[src/rtl/apb_pkg.sv]
// rtl/apb_pkg.sv - shared types and constants for the APB3 master
//
// Purpose: FSM state encoding, default bus widths, the response record
// used by the master and by bench monitors, and the wait-counter width rule.
// Ports: none (package).
package apb_pkg;

  localparam int APB_ADDR_W         = 32;
  localparam int APB_DATA_W         = 32;
  localparam int APB_TIMEOUT_CYCLES = 256;

  typedef enum logic [1:0] {
    IDLE   = 2'd0,
    SETUP  = 2'd1,
    ACCESS = 2'd2
  } apb_state_e;

  typedef struct packed {
    logic [APB_DATA_W-1:0] rdata;
    logic                  err;
    logic                  timeout;
  } apb_rsp_t;

  // Width of a counter that must hold 0..timeout_cycles; never below 1 bit
  // so a disabled timeout still yields a legal vector.
  function automatic int apb_cnt_width(input int timeout_cycles);
    return (timeout_cycles > 0) ? $clog2(timeout_cycles + 1) : 1;
  endfunction

endpackage

[src/rtl/apb_wait_timer.sv]
// rtl/apb_wait_timer.sv - saturating wait-state counter with expire flag
//
// Purpose: counts ACCESS cycles spent waiting on the completer and flags
// expiry once the count reaches TIMEOUT_CYCLES. TIMEOUT_CYCLES = 0 disables
// expiry entirely.
// Ports:
//   clk_i     in   clock, rising edge
//   rst_i     in   asynchronous active-high reset
//   load_i    in   clear the count (takes priority over inc_i)
//   inc_i     in   advance the count by one, saturating at the limit
//   expire_o  out  count has reached TIMEOUT_CYCLES
module apb_wait_timer
  import apb_pkg::*;
#(
  parameter int TIMEOUT_CYCLES = APB_TIMEOUT_CYCLES
) (
  input  logic clk_i,
  input  logic rst_i,
  input  logic load_i,
  input  logic inc_i,
  output logic expire_o
);

  localparam int              CNT_W     = apb_cnt_width(TIMEOUT_CYCLES);
  localparam logic [CNT_W-1:0] CNT_LIMIT = CNT_W'(TIMEOUT_CYCLES);

  logic [CNT_W-1:0] cnt_q;
  logic [CNT_W-1:0] cnt_d;

  always_comb begin
    cnt_d = cnt_q;
    if (load_i) begin
      cnt_d = '0;
    end else if (inc_i && (cnt_q != CNT_LIMIT)) begin
      cnt_d = cnt_q + CNT_W'(1);
    end
  end

  always_ff @(posedge clk_i or posedge rst_i) begin
    if (rst_i) begin
      cnt_q <= '0;
    end else begin
      cnt_q <= cnt_d;
    end
  end

  assign expire_o = (TIMEOUT_CYCLES != 0) && (cnt_q == CNT_LIMIT);

endmodule

[src/rtl/apb_master.sv]
// rtl/apb_master.sv - single-requester APB3 master with wait-state timeout
//
// Purpose: converts a valid/ready command stream into APB3 transfers and
// returns one registered response per accepted command, in order.
// Ports:
//   pclk, preset                  clock / async active-high reset
//   cmd_valid, cmd_ready          command handshake (cmd_ready combinational)
//   cmd_write, cmd_addr, cmd_wdata command fields
//   rsp_valid                     one-cycle response pulse
//   rsp_rdata, rsp_err, rsp_timeout response fields
//   psel, penable, pwrite, paddr, pwdata  APB requester outputs (registered)
//   pready, pslverr, prdata       APB completer inputs, used only in ACCESS
module apb_master
  import apb_pkg::*;
#(
  parameter int ADDR_W         = APB_ADDR_W,
  parameter int DATA_W         = APB_DATA_W,
  parameter int TIMEOUT_CYCLES = APB_TIMEOUT_CYCLES
) (
  input  logic              pclk,
  input  logic              preset,
  input  logic              cmd_valid,
  output logic              cmd_ready,
  input  logic              cmd_write,
  input  logic [ADDR_W-1:0] cmd_addr,
  input  logic [DATA_W-1:0] cmd_wdata,
  output logic              rsp_valid,
  output logic [DATA_W-1:0] rsp_rdata,
  output logic              rsp_err,
  output logic              rsp_timeout,
  output logic              psel,
  output logic              penable,
  output logic              pwrite,
  output logic [ADDR_W-1:0] paddr,
  output logic [DATA_W-1:0] pwdata,
  input  logic              pready,
  input  logic              pslverr,
  input  logic [DATA_W-1:0] prdata
);

  apb_state_e        state_q;
  logic              psel_q;
  logic              penable_q;
  logic              pwrite_q;
  logic [ADDR_W-1:0] paddr_q;
  logic [DATA_W-1:0] pwdata_q;
  logic              rsp_valid_q;
  logic [DATA_W-1:0] rsp_rdata_q;
  logic              rsp_err_q;
  logic              rsp_timeout_q;

  logic timer_load;
  logic timer_inc;
  logic timer_expire;

  // SETUP always precedes ACCESS, so clearing there restarts the count on
  // every ACCESS entry, including back-to-back transfers.
  assign timer_load = (state_q == SETUP);
  assign timer_inc  = (state_q == ACCESS) && !pready;

  apb_wait_timer #(
    .TIMEOUT_CYCLES(TIMEOUT_CYCLES)
  ) u_wait_timer (
    .clk_i   (pclk),
    .rst_i   (preset),
    .load_i  (timer_load),
    .inc_i   (timer_inc),
    .expire_o(timer_expire)
  );

  // In ACCESS the next command can only be taken on the completing edge,
  // hence the direct path from pready. A timeout never accepts.
  always_comb begin
    cmd_ready = 1'b0;
    case (state_q)
      IDLE:    cmd_ready = !preset;
      ACCESS:  cmd_ready = pready;
      default: cmd_ready = 1'b0;
    endcase
  end

  always_ff @(posedge pclk or posedge preset) begin
    if (preset) begin
      state_q       <= IDLE;
      psel_q        <= 1'b0;
      penable_q     <= 1'b0;
      pwrite_q      <= 1'b0;
      paddr_q       <= '0;
      pwdata_q      <= '0;
      rsp_valid_q   <= 1'b0;
      rsp_rdata_q   <= '0;
      rsp_err_q     <= 1'b0;
      rsp_timeout_q <= 1'b0;
    end else begin
      rsp_valid_q <= 1'b0;
      case (state_q)
        IDLE: begin
          if (cmd_valid) begin
            state_q   <= SETUP;
            psel_q    <= 1'b1;
            penable_q <= 1'b0;
            pwrite_q  <= cmd_write;
            paddr_q   <= cmd_addr;
            // Reads leave pwdata at its previous value.
            if (cmd_write) pwdata_q <= cmd_wdata;
          end
        end
        SETUP: begin
          state_q   <= ACCESS;
          penable_q <= 1'b1;
        end
        ACCESS: begin
          if (pready) begin
            rsp_valid_q   <= 1'b1;
            rsp_rdata_q   <= pwrite_q ? '0 : prdata;
            rsp_err_q     <= pslverr;
            rsp_timeout_q <= 1'b0;
            penable_q     <= 1'b0;
            if (cmd_valid) begin
              // Back-to-back: psel stays high into the next SETUP.
              state_q  <= SETUP;
              pwrite_q <= cmd_write;
              paddr_q  <= cmd_addr;
              if (cmd_write) pwdata_q <= cmd_wdata;
            end else begin
              state_q <= IDLE;
              psel_q  <= 1'b0;
            end
          end else if (timer_expire) begin
            rsp_valid_q   <= 1'b1;
            rsp_rdata_q   <= '0;
            rsp_err_q     <= 1'b1;
            rsp_timeout_q <= 1'b1;
            psel_q        <= 1'b0;
            penable_q     <= 1'b0;
            state_q       <= IDLE;
          end
        end
        default: begin
          state_q   <= IDLE;
          psel_q    <= 1'b0;
          penable_q <= 1'b0;
        end
      endcase
    end
  end

  assign psel        = psel_q;
  assign penable     = penable_q;
  assign pwrite      = pwrite_q;
  assign paddr       = paddr_q;
  assign pwdata      = pwdata_q;
  assign rsp_valid   = rsp_valid_q;
  assign rsp_rdata   = rsp_rdata_q;
  assign rsp_err     = rsp_err_q;
  assign rsp_timeout = rsp_timeout_q;

endmodule

[config.mk]
export PLATFORM = sky130hd
export DESIGN_NAME = apb_master
export DESIGN_NICKNAME = d
export VERILOG_FILES = /design/src/rtl/apb_pkg.sv /design/src/rtl/apb_wait_timer.sv /design/src/rtl/apb_master.sv
export SDC_FILE = /design/constraint.sdc
export NUM_CORES = 1
export LEC_CHECK = 0
export CELL_PAD_IN_SITES_DETAIL_PLACEMENT = 0
export CELL_PAD_IN_SITES_GLOBAL_PLACEMENT = 1
export CORE_UTILIZATION = 30
export DETAILED_ROUTE_END_ITERATION = 10
export PLACE_DENSITY = 0.82
export SYNTH_ARGS = -nofsm -noshare
export SYNTH_HDL_FRONTEND = slang
export SYNTH_SLANG_ARGS = --single-unit
export TNS_END_PERCENT = 100
[constraint.sdc]
create_clock -name pclk -period 3.5 [get_ports pclk]
set_clock_uncertainty 0.05 [all_clocks]
set_input_delay 0.525 -clock pclk [delete_from_list [all_inputs] [get_ports pclk]]
set_output_delay 0.525 -clock pclk [all_outputs]
set_load 0.1 [all_outputs]
* Word level (Yosys, flattened, before mapping)
Index checks and enable logic that the tools add are counted.
** Storage, ports and cells
- Word-level logic and storage cells :: 68
- Flip-flop bits (word level) :: 113
- Input bits :: 102
** Cells by class
- Equality and inequality tests :: 8
- Reduce and logical (&&, ||, !) cells :: 12
- Muxes and demuxes :: 35
- Add/subtract/negate cells :: 1
- Bitwise logic cells :: 1
** Operators with widths (count)
- $mux 32 :: 8
- $pmux 32 s2 :: 2
- $mux 9 :: 2
- $mux 1 :: 15
- $add 9x1->9 const B :: 1
- $eq 9x9->1 const B :: 1
- $ne 9x9->1 const B :: 1
- $mux 2 :: 3
- $ne 3x3->1 const B :: 2
- $pmux 1 s3 :: 2
- $pmux 2 s3 :: 1
- $reduce_and 2->1 :: 3
- $reduce_bool 2->1 :: 3
- $ne 2x2->1 const B :: 2
- $pmux 1 s2 :: 2
- $reduce_and 4->1 :: 1
- $eq 2x1->1 const B :: 1
- $eq 2x2->1 const B :: 1
- $logic_and 1x1->1 :: 2
- $logic_not 1->1 :: 2
- $logic_not 2->1 :: 1
- $not 1->1 :: 1

* Logic depth before layout (Yosys ltp)
Gate-level depths: netlist of run 1.
- Word-level depth :: 5
- Mapped depth :: 6

* Cells and area by module
From an unflattened synthesis of run 1, not the netlist that was laid out.
** Unflattened totals
- Cells, all modules :: 295
- Area, all modules :: 4479.3 um2
** Modules (own cells, without submodules)
- apb_master :: area an instance 3971.3 um2, instances 1, sequential area each 2577.5 um2, cells an instance 240
- apb_wait_timer :: area an instance 508.0 um2, instances 1, sequential area each 225.2 um2, cells an instance 55

* Worst setup path after synthesis of run 1
No wires, ideal clock.
- Kind :: reg2out
- Start :: register state_q[1]
- End :: output port cmd_ready
- Arrival :: 3.450 ns
- Setup slack :: -0.525 ns
- Stages on the path, launching flop included :: 4
- Path through :: dfrtp_1 -> buf_4 -> inv_1 -> a211oi_1
** Between the ends
- Word-level cells in the longest chain between the ends :: 2
** RTL lines
- start, declared :: line apb_master.sv:41 : apb_state_e state_q;
- start signal, assigned :: line apb_master.sv:84 : state_q <= IDLE;
- start signal, assigned :: line apb_master.sv:99 : state_q <= SETUP;
- start signal, assigned :: line apb_master.sv:109 : state_q <= ACCESS;
- $eq 2x2->1 / $logic_not 2->1 (equally long branches) :: line apb_master.sv:75 : case (state_q)
- $pmux 1 s2 (*) :: line apb_master.sv:75
- end, declared :: line apb_master.sv:23 : output logic cmd_ready,
Every way passes the cells marked *; elsewhere a longest branch is shown, timed or not.

* Final worst setup path of run 1
- Start :: input port pready
- End :: register pwdata_q[10], in the netlist pwdata[10]
** Between the ends
- Word-level cells in the longest chain between the ends :: 2
** RTL lines
- start, declared :: line apb_master.sv:36 : input logic pready,
- $ne 2x2->1 (no line)
- $reduce_and 2->1 (no line)
- end signal, assigned :: line apb_master.sv:105 : if (cmd_write) pwdata_q <= cmd_wdata;
- end signal, assigned :: line apb_master.sv:124 : if (cmd_write) pwdata_q <= cmd_wdata;
- end, declared :: line apb_master.sv:46 : logic [DATA_W-1:0] pwdata_q;
Every way passes these cells.
A chain may end at the register's enable or synchronous reset.

==> flow_metrics.env, run 1 <==
export IMPL_cts_max_path_buffers=2
export IMPL_fp_dieW_um=127.4
export IMPL_rsz0062_at_grt="false"
export IMPL_place_congestion=0.7048
export IMPL_synth_edf_count=0
export IMPL_cts_htree_levels=3
export IMPL_yosys_top_cells_area="dfrtp_1 (59%), mux2_2 (12%), a22o_1 (5.9%)"
export IMPL_maxCapViolCount=0
export IMPL_syn_area_per_cell_um2=14.08
export IMPL_layout_drive_gt1_share_pct=16.01
export IMPL_numCtsBuffers=9
export IMPL_synth_warnings=0
export IMPL_antenna_found_initial=0
export IMPL_antenna_left=0
export IMPL_die_area_mm2=0.01622
export IMPL_cts_sinks=112
export IMPL_crit_fanout=33
export IMPL_slew_headroom_pct=15.13
export IMPL_core_area_mm2=0.01526
export IMPL_num_fill_cells=1352
export IMPL_cts_tree="built"
export IMPL_viasPerCell=4.698
export IMPL_synth_cell_area_mm2=0.004716
export IMPL_syn_nets=439
export IMPL_layout_common_cells="clkdlybuf4s50_1 (202), dfrtp_1 (112), mux2_2 (52)"
export IMPL_numPortBuffers=204
export IMPL_r2r_start="state_q[1]"
export IMPL_dr_pass1_iters=4
export IMPL_grt_pass1_wl_um=18640
export IMPL_fmax_mhz=392.7
export IMPL_min_period_ps=2546
export IMPL_postCtsSetupRepairBufs=0
export IMPL_setup_violations=0
export IMPL_io_pins=205
export IMPL_critPathLaunch="pready"
export IMPL_grt_ovfl_total=0
export IMPL_dpl_hpwl_um=8219
export IMPL_hp_class="reg -> reg"
export IMPL_layout_commonest_cell="clkdlybuf4s50_1"
export IMPL_drv_slew=0
export IMPL_yosys_most_used_dff="dfrtp_1"
export IMPL_critPathLaunchType="input port"
export IMPL_async_flop_share_pct=100.0
export IMPL_routed_wl_um=11530
export IMPL_yosys_area_top_type_share_pct=59.43
export IMPL_wire_per_inst_um=15.41
export IMPL_start_util_pct=30.91
export IMPL_crit_arrival_ps=2730
export IMPL_synthToLayoutAreaGrowth_pct=52.64
export IMPL_post_cts_resized=0
export IMPL_grt_max_degree=63
export IMPL_period_share_pct=72.75
export IMPL_die_y_um=127.4
export IMPL_final_nets=636
export IMPL_syn_inst=335
export IMPL_tightest_slew_ps=1273
export IMPL_synth_seq_cells=112
export IMPL_hold_start="paddr[3]"
export IMPL_synth_top_area_cell="dfrtp_1"
export IMPL_gr_usage_all_layers_pct=14.72
export IMPL_num_vias=3514
export IMPL_synth_cell_type_count=46
export IMPL_drc_errors=0
export IMPL_tns_ps=0
export IMPL_cp_end_kind="flip-flop"
export IMPL_diodes=0
export IMPL_hold_buffers=0
export IMPL_drt_iter0_drc=59
export IMPL_status="completed"
export IMPL_required_ps=3680
export IMPL_insertion_delay_ps=350
export IMPL_rows=45
export IMPL_clkTransAtPathRegs_ps=80
export IMPL_reg2reg_slack_ps=1180
export IMPL_ys_seq_area_share_pct=59.43
export IMPL_grt_pass1_vias=3730
export IMPL_crit_type="in -> reg"
export IMPL_root_buffer="clkbuf_16"
export IMPL_finalHoldViolCount=0
==> critical path, cell delays in order <==
cell,delay (ps)
clkdlybuf4s50_1,680
nor2b_2,120
nand3b_2,790
mux2_1,580
==> routing by layer <==
| metal | up-vias | wire [µm] | GRT usage, % |
|---|---|---|---|
| li1 | 1622 | - | - |
| met2 | 162 | 5567 | 24.65 |
| met1 | 1718 | 4583 | 16.68 |
| met5 | - | 0 | 0 |
| met4 | 0 | 198 | 6.513 |
| met3 | 12 | 1177 | 5.653 |
==> final cells by class <==
type	count	area, µm²	share of cell area, %
flip-flops and latches	112	2803	38.94
clock inverters	6	50.05	0.6953
well taps	211	264.0	3.668
repair buffers	208	2079	28.89
multi-input cells	192	1725	23.97
clock buffers	10	239.0	3.320
inverters	9	37.54	0.5215
==> cell usage after synthesis (all sizes together), types with 2 or more instances <==
master	instances
ha	2
a31oi	2
clkbuf	2
o21ai	4
a22o	32
a21boi	2
o41ai	2
mux2i	3
mux2	64
nor4	2
o211ai	3
o31ai	2
or4	2
dfrtp	112
nand2	9
o311ai	2
nor2	2
nand3b	3
nand2b	4
inv	9
a21o	32
nor2b	4
a21oi	4
buf	20
==> per-stage QoR <==
stage	util (%)	worst slack, ps	hold WS [ps]	std cells	cell area, µm²
6_report	47.18	953.6	444.1	748	7198
2_1_floorplan	-	383.8	444.8	335	4725
4_1_cts	47.18	901.3	449.4	748	7198
5_1_grt	47.18	781.6	463.4	748	7198
3_5_place_dp	45.28	535.9	429.0	732	6909
3_3_place_gp	45.28	612.0	418.6	732	6909
==> final timing paths <==
kind / cells after the start / end
max: 4 / pwdata[10]
min: 1 / paddr[3]
max reg2reg: 3 / pwdata[10]
min reg2reg: 1 / paddr[3]
max in group asynchronous: 3 / pwdata[10]
min in group asynchronous: 2 / paddr[18]
==> cell families after synthesis <==
logic type | count (synthesis) | share of synthesized area [%]
adder cells (fa/ha/maj) | 2 | 0.5306
flip-flops | 112 | 59.43
AO/OA/AOI/OAI | 88 | 14.67
AND/OR/NAND/NOR | 35 | 5.200
multiplexers | 67 | 15.92
buffers and inverters | 31 | 4.245
==> registers in the layout, summed over array words and instances, names as in the netlist <==
register / flops
paddr: 32
pwdata: 32
rsp_rdata: 32
u_wait_timer.cnt_q: 9
state_q: 2
psel: 1
pwrite: 1
rsp_err: 1
rsp_timeout: 1
rsp_valid: 1
Power of run 1 is not shown: default switching activity piles up to over one toggle a cycle in this logic, so the estimate is an artifact.
==> run 2, diff against run 1 <==
==> constraint.sdc (replaced) <==
create_clock -name pclk -period 2.2 [get_ports pclk]
set_clock_uncertainty 0.05 [all_clocks]
set_input_delay 0.33 -clock pclk [delete_from_list [all_inputs] [get_ports pclk]]
set_output_delay 0.33 -clock pclk [all_outputs]
set_load 0.1 [all_outputs]
==> run 2 against run 1 <==
Net effect:
- die area unchanged
- setup slack got worse by 660 ps
- largest cell class unchanged
- global-route usage decreased by 0.30 points
- non-clock buffer count increased by 5
- sequential share of layout area increased by 0.76 points
- core utilization down 0.90 points
- routed wire length fell by 0.94%
==> flow_metrics.env, run 2 (same netlist as run 1, synthesis figures left out) <==
export IMPL_status="completed"
export IMPL_hold_buffers=0
export IMPL_layout_common_cells="dfrtp_1 (112), buf_4 (106), clkdlybuf4s50_1 (101)"
export IMPL_cts_tree="built"
export IMPL_io_pins=205
export IMPL_setup_violations=0
export IMPL_antenna_found_initial=0
export IMPL_postCtsSetupRepairBufs=0
export IMPL_antenna_left=0
export IMPL_numPortBuffers=204
export IMPL_fp_dieW_um=127.4
export IMPL_clkTransAtPathRegs_ps=80
export IMPL_cts_max_path_buffers=2
export IMPL_finalHoldViolCount=0
export IMPL_synthToLayoutAreaGrowth_pct=49.72
export IMPL_die_area_mm2=0.01622
export IMPL_drt_iter0_drc=111
export IMPL_insertion_delay_ps=340
export IMPL_grt_pass1_vias=3690
export IMPL_cts_htree_levels=3
export IMPL_layout_drive_gt1_share_pct=35.42
export IMPL_root_buffer="clkbuf_16"
export IMPL_slew_headroom_pct=66.33
export IMPL_dpl_hpwl_um=8207
export IMPL_fin_cells=753
export IMPL_post_cts_resized=0
export IMPL_regArea_mm2=0.002803
export IMPL_num_fill_cells=1381
export IMPL_wire_per_inst_um=15.16
export IMPL_crit_fanout=6
export IMPL_cp_end_kind="output port"
export IMPL_drc_errors=0
export IMPL_crit_type="in -> out"
export IMPL_gr_usage_all_layers_pct=14.43
export IMPL_hp_class="in -> async"
export IMPL_critPathLaunchType="input port"
export IMPL_grt_max_degree=57
export IMPL_start_util_pct=30.91
export IMPL_diodes=0
export IMPL_placed_cells=737
export IMPL_grt_pass1_wl_um=18460
export IMPL_rows=45
export IMPL_cts_sinks=112
export IMPL_min_period_ps=1905
export IMPL_final_nets=641
export IMPL_numCtsBuffers=9
export IMPL_dr_pass1_iters=4
export IMPL_required_ps=1820
export IMPL_grt_ovfl_total=0
export IMPL_final_core_util_pct=46.27
export IMPL_layout_commonest_cell="dfrtp_1"
export IMPL_fmax_mhz=525.0
export IMPL_num_vias=3491
export IMPL_tightest_slew_ps=500.4
export IMPL_routed_wl_um=11420
export IMPL_viasPerCell=4.636
export IMPL_drv_slew=0
export IMPL_die_y_um=127.4
export IMPL_multi_input_area_mm2=0.001725
export IMPL_crit_arrival_ps=1520
export IMPL_maxCapViolCount=0
export IMPL_place_congestion=0.6979
export IMPL_period_share_pct=86.58
export IMPL_core_area_mm2=0.01526
export IMPL_rsz0062_at_grt="false"
run 2: metal layers:
metal | wire length (µm) | share of wire [%] | track usage [%] | vias up
met4 | 182 | 1.6 | 5.672 | 0
met1 | 4753 | 42 | 17.14 | 1709
met2 | 5495 | 48 | 24.01 | 141
li1 | - | - | - | 1628
met3 | 986 | 8.6 | 4.899 | 13
met5 | 0 | 0 | 0 | -
run 2: cell type report:
| class | instances | share of cell area, % |
|---|---|---|
| flip-flops and latches | 112 | 39.70 |
| well taps | 211 | 3.739 |
| clock buffers | 9 | 3.190 |
| inverters | 9 | 0.5316 |
| clock inverters | 7 | 1.116 |
| repair buffers | 213 | 27.29 |
| multi-input cells | 192 | 24.44 |
run 2: final timing paths:
path                       depth (start not counted)                   from            end  slack [ps]
max                                                4                 pready      cmd_ready         300
min                                                2                 preset      paddr[17]         300
max reg2reg                                        6  u_wait_timer.cnt_q[0]  rsp_rdata[14]         430
min reg2reg                                        1               paddr[3]       paddr[3]         440
max in group asynchronous                          3                 preset     pwdata[26]        1220
min in group pclk                                  1               paddr[3]       paddr[3]         440
run 2: critical path, cell delays in order:
cell and delay [ps]:
clkdlybuf4s50_1 580, nor2b_2 100, a211oi_2 290, buf_12 210
run 2: through the flow:
step	worst slack, ps	hold slack, ps	setup TNS [ps]	instance area (µm²)
after global placement	207.4	421.5	0	6756
after floorplan	-721.2	411.7	-721.2	4725
after CTS	262.4	289.1	0	7061
final	295.3	295.8	0	7061
after global routing	232.7	304.8	0	7061
after detailed placement	137.2	426.0	0	6756
Power of run 2 is left out for the same reason.
